### config.mk
export PLATFORM = sky130hd
export DESIGN_NAME = vga_scan_timer
export DESIGN_NICKNAME = d
export VERILOG_FILES = /design/src/rtl/vga_scan_timer.sv
export SDC_FILE = /design/constraint.sdc
export NUM_CORES = 1
export LEC_CHECK = 0
export ABC_CLOCK_PERIOD_IN_PS = 4900
export BUFFER_PORTS_ARGS = -buffer_cell sky130_fd_sc_hd__buf_4
export CAP_MARGIN = 25
export CORE_ASPECT_RATIO = 0.8
export CORE_MARGIN = 4
export CORE_UTILIZATION = 55
export DETAILED_ROUTE_END_ITERATION = 8
export PLACE_DENSITY = 0.9
export SLEW_MARGIN = 20
export SYNTH_ARGS = -nofsm -noshare
export SYNTH_HDL_FRONTEND = slang
export SYNTH_SLANG_ARGS = --single-unit
### constraint.sdc
create_clock -name clk -period 4.9 [get_ports clk]
set_input_delay 0.98 -clock clk [delete_from_list [all_inputs] [get_ports clk]]
set_output_delay 0.98 -clock clk [all_outputs]
set_load 0.05 [all_outputs]
### src/rtl/vga_scan_timer.sv
// Raster timing generator: pixel-clock divider plus horizontal/vertical scan counters
// with registered, mutually aligned blank/sync/start decodes for the renderers and VGA port.
module vga_scan_timer #(
    parameter int CLK_DIV  = 2,
    parameter int H_VIS    = 640,
    parameter int H_FP     = 16,
    parameter int H_SYNC   = 96,
    parameter int H_BP     = 48,
    parameter int V_VIS    = 480,
    parameter int V_FP     = 10,
    parameter int V_SYNC   = 2,
    parameter int V_BP     = 33,
    parameter bit SYNC_ACT = 1'b0
) (
    input  logic        clk,
    input  logic        rst,
    output logic        pix_tick,
    output logic [10:0] x,
    output logic [10:0] y,
    output logic        blank,
    output logic        hsync,
    output logic        vsync,
    output logic        line_start,
    output logic        frame_start
);

    localparam int H_TOTAL = H_VIS + H_FP + H_SYNC + H_BP;
    localparam int V_TOTAL = V_VIS + V_FP + V_SYNC + V_BP;
    localparam int DW      = (CLK_DIV > 1) ? $clog2(CLK_DIV) : 1;

    localparam logic [DW-1:0] DIV_LAST = DW'(CLK_DIV - 1);
    localparam logic [10:0]   H_LAST   = 11'(H_TOTAL - 1);
    localparam logic [10:0]   V_LAST   = 11'(V_TOTAL - 1);
    localparam logic [10:0]   H_VIS_C  = 11'(H_VIS);
    localparam logic [10:0]   V_VIS_C  = 11'(V_VIS);
    localparam logic [10:0]   HS_BEG   = 11'(H_VIS + H_FP);
    localparam logic [10:0]   HS_END   = 11'(H_VIS + H_FP + H_SYNC);
    localparam logic [10:0]   VS_BEG   = 11'(V_VIS + V_FP);
    localparam logic [10:0]   VS_END   = 11'(V_VIS + V_FP + V_SYNC);

    logic [DW-1:0] div_cnt_q, div_cnt_d;
    logic          tick_q, tick_d;
    logic [10:0]   x_q, x_d, y_q, y_d;
    logic          blank_q, blank_d;
    logic          hsync_q, hsync_d, vsync_q, vsync_d;
    logic          line_q, line_d, frame_q, frame_d;

    // Decodes are taken from the next-state coordinates so they land on the same edge as x/y.
    always_comb begin
        tick_d    = (div_cnt_q == DIV_LAST);
        div_cnt_d = tick_d ? '0 : div_cnt_q + DW'(1);
        x_d       = x_q;
        y_d       = y_q;
        if (tick_d) begin
            if (x_q == H_LAST) begin
                x_d = '0;
                y_d = (y_q == V_LAST) ? '0 : y_q + 11'd1;
            end else begin
                x_d = x_q + 11'd1;
            end
        end
        blank_d = !((x_d < H_VIS_C) && (y_d < V_VIS_C));
        hsync_d = ((x_d >= HS_BEG) && (x_d < HS_END)) ? SYNC_ACT : !SYNC_ACT;
        vsync_d = ((y_d >= VS_BEG) && (y_d < VS_END)) ? SYNC_ACT : !SYNC_ACT;
        line_d  = tick_d && (x_d == '0);
        frame_d = line_d && (y_d == '0);
    end

    // Reset parks the scan on the last pixel so the first tick lands cleanly on (0,0).
    always_ff @(posedge clk or negedge rst) begin
        if (!rst) begin
            div_cnt_q <= '0;
            tick_q    <= 1'b0;
            x_q       <= H_LAST;
            y_q       <= V_LAST;
            blank_q   <= 1'b1;
            hsync_q   <= !SYNC_ACT;
            vsync_q   <= !SYNC_ACT;
            line_q    <= 1'b0;
            frame_q   <= 1'b0;
        end else begin
            div_cnt_q <= div_cnt_d;
            tick_q    <= tick_d;
            x_q       <= x_d;
            y_q       <= y_d;
            blank_q   <= blank_d;
            hsync_q   <= hsync_d;
            vsync_q   <= vsync_d;
            line_q    <= line_d;
            frame_q   <= frame_d;
        end
    end

    assign pix_tick    = tick_q;
    assign x           = x_q;
    assign y           = y_q;
    assign blank       = blank_q;
    assign hsync       = hsync_q;
    assign vsync       = vsync_q;
    assign line_start  = line_q;
    assign frame_start = frame_q;

endmodule

==> results of run 1 <==
final timing paths:
check                               startpoint               to  slack, ps  cells past startpoint
worst max-delay path            x[1]$_DFF_PN1_  vsync$_DFF_PN1_       1670                      7
worst min-delay path            x[0]$_DFF_PN1_   x[0]$_DFF_PN1_        530                      2
worst max register to register  x[1]$_DFF_PN1_  vsync$_DFF_PN1_       1670                      7
worst min register to register  x[0]$_DFF_PN1_   x[0]$_DFF_PN1_        530                      2
max in group asynchronous                  rst   y[2]$_DFF_PN1_       3990                      1
min in group asynchronous                  rst   x[6]$_DFF_PN0_        600                      1
cells in the mapped netlist (all sizes together) (5+ instances only):
cell type,n
dfstp,13
nand4,7
nor3,6
nor2,8
a21oi,6
nand2,13
nand3,15
inv,18
xnor2,10
o21ai,8
nor4,5
dfrtp,16
final cells by class:
| cell class | instances | area, um2 |
|---|---|---|
| Multi-Input combinational cell | 127 | 847 |
| Fill cell | 212 | 812 |
| Sequential cell | 29 | 742 |
| Timing Repair Buffer | 29 | 218 |
| Clock buffer | 7 | 86.3 |
| Inverter | 18 | 67.6 |
| Tap cell | 38 | 47.5 |
| Clock inverter | 1 | 30.0 |
critical path, cell delays in order, from the launching register on:
cell     delay (ps)
dfstp_2         580
ha_1            270
and4_1          360
nand4_2         370
nor3_2          350
xnor2_1         130
or4_1           550
or4_1           520
per-layer routing:
metal  global-route usage  wire length [um]
met1                0.294              1710
met3               0.0933               462
met4               0.0902               106
met5                    0                 0
met2                0.316              1770
flip-flops by register name, summed over array words and instances, names as in the netlist:
name and count:
blank 1, div_cnt_q 1, line_start 1, x 11, y 11, pix_tick 1, hsync 1, vsync 1
frame_start 1
cell families after synthesis:
kind of cell	count (synthesis)	synth area share
xor+xnor	14	0.0727
simple gates	76	0.270
compound gates	32	0.125
fa+ha+maj	3	0.0223
mux	2	0.0126
flops	29	0.440
buf+inv	25	0.0579
power breakdown:
| part | internal, mW | total, mW | switching [mW] |
|---|---|---|---|
| registers | 0.240 | 0.240 | 0 |
| logic | 0.000542 | 0.00485 | 0.00430 |
| clock network | 0.165 | 0.257 | 0.0918 |
| total | 0.406 | 0.502 | 0.0961 |
==> impl_metrics.ini, run 1 <==
[clocking]
htreeDepth = 2
postCtsSetupBuffers = 0
tritoncts = yes
cts_root_buf = clkbuf_8
clk_latency_ps = 290
clkTransAtPathRegs_ps = 70
cts-resized-gates = 0
cts_inserted_buffers = 5
clockBufferDepth = 2
clkSinkCount = 29
holdBufCountCts = 0

[placement]
hpwl_um = 2870
portBuffers = 29
dpl_cell_area_um2 = 1920
gp_congestion = 1.00
pre_cts_ws_ps = 1790
dp.cells = 241

[route]
postRouteAntennaNets = 0
vias = 1547
drt_first_pass_iters = 5
viasPerCell = 6.21
detail_route.drc_violations = 0
routed_wl_um = 4050
drt_iter0_markers = 135
routedWlPerCell_um = 16.3

[floorplan]
ios = 30
core_area_um2 = 2850
die_w_um = 69.9
start_util = 0.592
dieArea_um2 = 4020
die_h_um = 57.5
num_rows = 17

[cells_and_area]
final_cell_mix = 29 x buf_4, 18 x inv_1, 16 x dfrtp_1
area_growth_pct = 20.8
drive_gt1_frac = 0.280
finish.instance_area_um2 = 2040
final_util = 0.715
instances_no_fill = 249
num_antenna_cells = 0
layout.nets = 215
layout.cells.most_common = buf_4

[yosys]
ys_ff_latch = 29
synthArstFlopShare = 1.00
synth_nets = 186
yosysTopAreaCell = dfrtp_1
synthCells = 181
ys_types = 41
netlist_area_um2 = 1690
synth-edff-count = 0
seq_area_frac_synth = 0.440
yosysWarnings = 0
synth_area_per_cell_um2 = 9.32
synth.area.top_cells = dfrtp_1 24%, dfstp_2 20%, xnor2_1 5.2%
synthFlopType = dfrtp_1
synth_top_area_share = 0.237

[global_route]
grt_overflow = 0
grt_pass1_vias = 1406
grt_pass1_wl_um = 6860
antenna_found_initial = 0
grt_max_degree = 30
grt_use_total = 0.220

[timing]
slew_viol_final = 0
setup_violations = 0
fin_skew_ps = 10.9
clock.fmax_ghz = 0.310
worst_slack_ps = 1670
slew_headroom = 0.531
tightest_slew_ps = 697
min_period_ps = 3230
fin_crit_sh = 0.659
hold-worst-slack_ps = 534
finalHoldViolations = 0
grt_setup_unrepaired = no
tns_ps = 0

[power_and_ir_drop]
finalPower_mw = 0.502
total_leakage_power_nw = 0.934
peakVddDrop_v = 0.000237
power_density_nw_per_um2 = 246

[setup_path]
crit_path_end_kind = flip-flop
crit_arrival_ps = 3430
required_ps = 5100
path_class = flip-flop to flip-flop
cp_max_fo = 14
critPathLaunchType = flip-flop

[job]
maxCapViolations = 0

[min_path]
hp-class = flip-flop to flip-flop

[outcome]
status = finished clean
No activity file was read; power rests on OpenSTA's default activity.
==> run 2: changes to the inputs <==
--- a/config.mk
+++ b/config.mk
@@ -5,7 +5,7 @@
 export SDC_FILE = /design/constraint.sdc
 export NUM_CORES = 1
 export LEC_CHECK = 0
-export ABC_CLOCK_PERIOD_IN_PS = 4900
+export ABC_CLOCK_PERIOD_IN_PS = 3350
 export BUFFER_PORTS_ARGS = -buffer_cell sky130_fd_sc_hd__buf_4
 export CAP_MARGIN = 25
 export CORE_ASPECT_RATIO = 0.8
==> constraint.sdc (replaced) <==
create_clock -name clk -period 3.35 [get_ports clk]
set_input_delay 0.67 -clock clk [delete_from_list [all_inputs] [get_ports clk]]
set_output_delay 0.67 -clock clk [all_outputs]
set_load 0.05 [all_outputs]
==> impl_metrics.ini, run 2 (synthesized netlist as in run 1, its figures left out) <==
[setup_path]
path_class = flip-flop to flip-flop
critical_path.top_delay_family = simple AND/OR/NAND/NOR gates
crit_arrival_ps = 3150
required_ps = 3550
critPathSlowestCell = dfstp_2
rr_endpoint = vsync$_DFF_PN1_
timing.rr.start = x[0]$_DFF_PN1_
reg2reg_depth = 7
cp.depth = 7
path_cells = ha_1 > and4_1 > and4_1 > nand3_1 > xor2_1 > or4_1 > or4_1
crit_path_end_kind = flip-flop
critPathLaunchType = flip-flop
critPathBufInv = 0
cp_max_fo = 7
max_stage_delay_ps = 580
reg2reg_slack_ps = 400

[power_and_ir_drop]
p_sw_frac = 0.187
clock_power_share = 0.510
total_leakage_power_nw = 0.938
finalPower_mw = 0.731
p_int_mw = 0.594
peakVddDrop_v = 0.000372
pwr-share-comb = 0.010
power_density_nw_per_um2 = 357
switching_power_mw = 0.137
seqPwrFrac = 0.481

[timing]
min_period_ps = 2950
fin_crit_sh = 0.882
setup_violations = 0
slew_viol_final = 0
finalHoldViolations = 0
slew_headroom = 0.535
clock.fmax_ghz = 0.339
tns_ps = 0
tightest_slew_ps = 691
fin_skew_ps = 7.96
grt_setup_unrepaired = no

[floorplan]
core_area_um2 = 2850
die_h_um = 57.5
num_rows = 17
start_util = 0.592
dieArea_um2 = 4020
ios = 30
die_w_um = 69.9

[cells_and_area]
final_cell_mix = 30 x buf_4, 18 x inv_1, 16 x dfrtp_1
layout.nets = 216
area_growth_pct = 21.3
regArea_um2 = 742
layout.cells.most_common = buf_4
fillCellCount = 220
multi_input_area_um2 = 847
num_antenna_cells = 0
drive_gt1_frac = 0.283

[clocking]
cts_root_buf = clkbuf_8
tritoncts = yes
clkTransAtPathRegs_ps = 60
clk_latency_ps = 290
clkSinkCount = 29
holdBufCountCts = 0
cts_inserted_buffers = 5
clockBufferDepth = 2
cts-resized-gates = 0
htreeDepth = 2
postCtsSetupBuffers = 0

[route]
drt_iter0_markers = 179
routed_wl_um = 4020
drt_first_pass_iters = 4
viasPerCell = 6.05
detail_route.drc_violations = 0
postRouteAntennaNets = 0
routedWlPerCell_um = 16.1
vias = 1512

[placement]
gp_congestion = 0.970
portBuffers = 29
hpwl_um = 2890

[global_route]
grt_max_degree = 30
grt_pass1_vias = 1381
grt_use_total = 0.213
antenna_found_initial = 0
grt_pass1_wl_um = 6760
grt_overflow = 0

[job]
maxCapViolations = 0

[min_path]
hp-class = input port to asynchronous set/reset pin

[outcome]
status = finished clean
==> run 2: final cells by class <==
class / count / area share
clock buffer: 7 / 0.0422
clock inverter: 1 / 0.0147
inverter: 18 / 0.0330
multi-input combinational: 127 / 0.414
sequential: 29 / 0.363
tap: 38 / 0.0232
timing repair buffer: 30 / 0.110
==> run 2: power groups by stage <==
stage | logic (mW) | registers (mW) | clock network, mW
floorplan | 0.000000389 | 0.357 | 0
finish | 0.00698 | 0.351 | 0.372
global placement | 0.00718 | 0.357 | 0
CTS | 0.00756 | 0.351 | 0.374
detailed placement | 0.00756 | 0.357 | 0
global route | 0.00852 | 0.351 | 0.394
==> run 2: how the worst max path moves through the flow <==
stage,from,end,slack (ps)
final,x[0]$_DFF_PN1_,vsync$_DFF_PN1_,400
after detailed placement,x[0]$_DFF_PN1_,vsync$_DFF_PN1_,450
after CTS,x[0]$_DFF_PN1_,vsync$_DFF_PN1_,410
after global routing,x[1]$_DFF_PN1_,frame_start$_DFF_PN0_,180
after floorplan,x[1]$_DFF_PN1_,vsync$_DFF_PN1_,390
after global placement,x[0]$_DFF_PN1_,vsync$_DFF_PN1_,550
==> run 2: per-layer routing <==
layer,track usage,share of wire,vias up
met2,0.319,0.46,82
met4,0.0847,0.020,0
met5,0,0,-
met1,0.292,0.43,699
met3,0.0616,0.096,14
li1,-,-,717
==> run 2: stage by stage <==
stage	cells	util	cell area (um2)	worst slack, ps	hold WS [ps]
5_1_grt	250	0.718	2050	176	320
4_1_cts	250	0.718	2050	415	303
3_5_place_dp	242	0.677	1930	451	515
2_1_floorplan	181	-	1690	390	374
3_3_place_gp	242	0.677	1930	549	517
6_report	250	0.718	2050	396	292
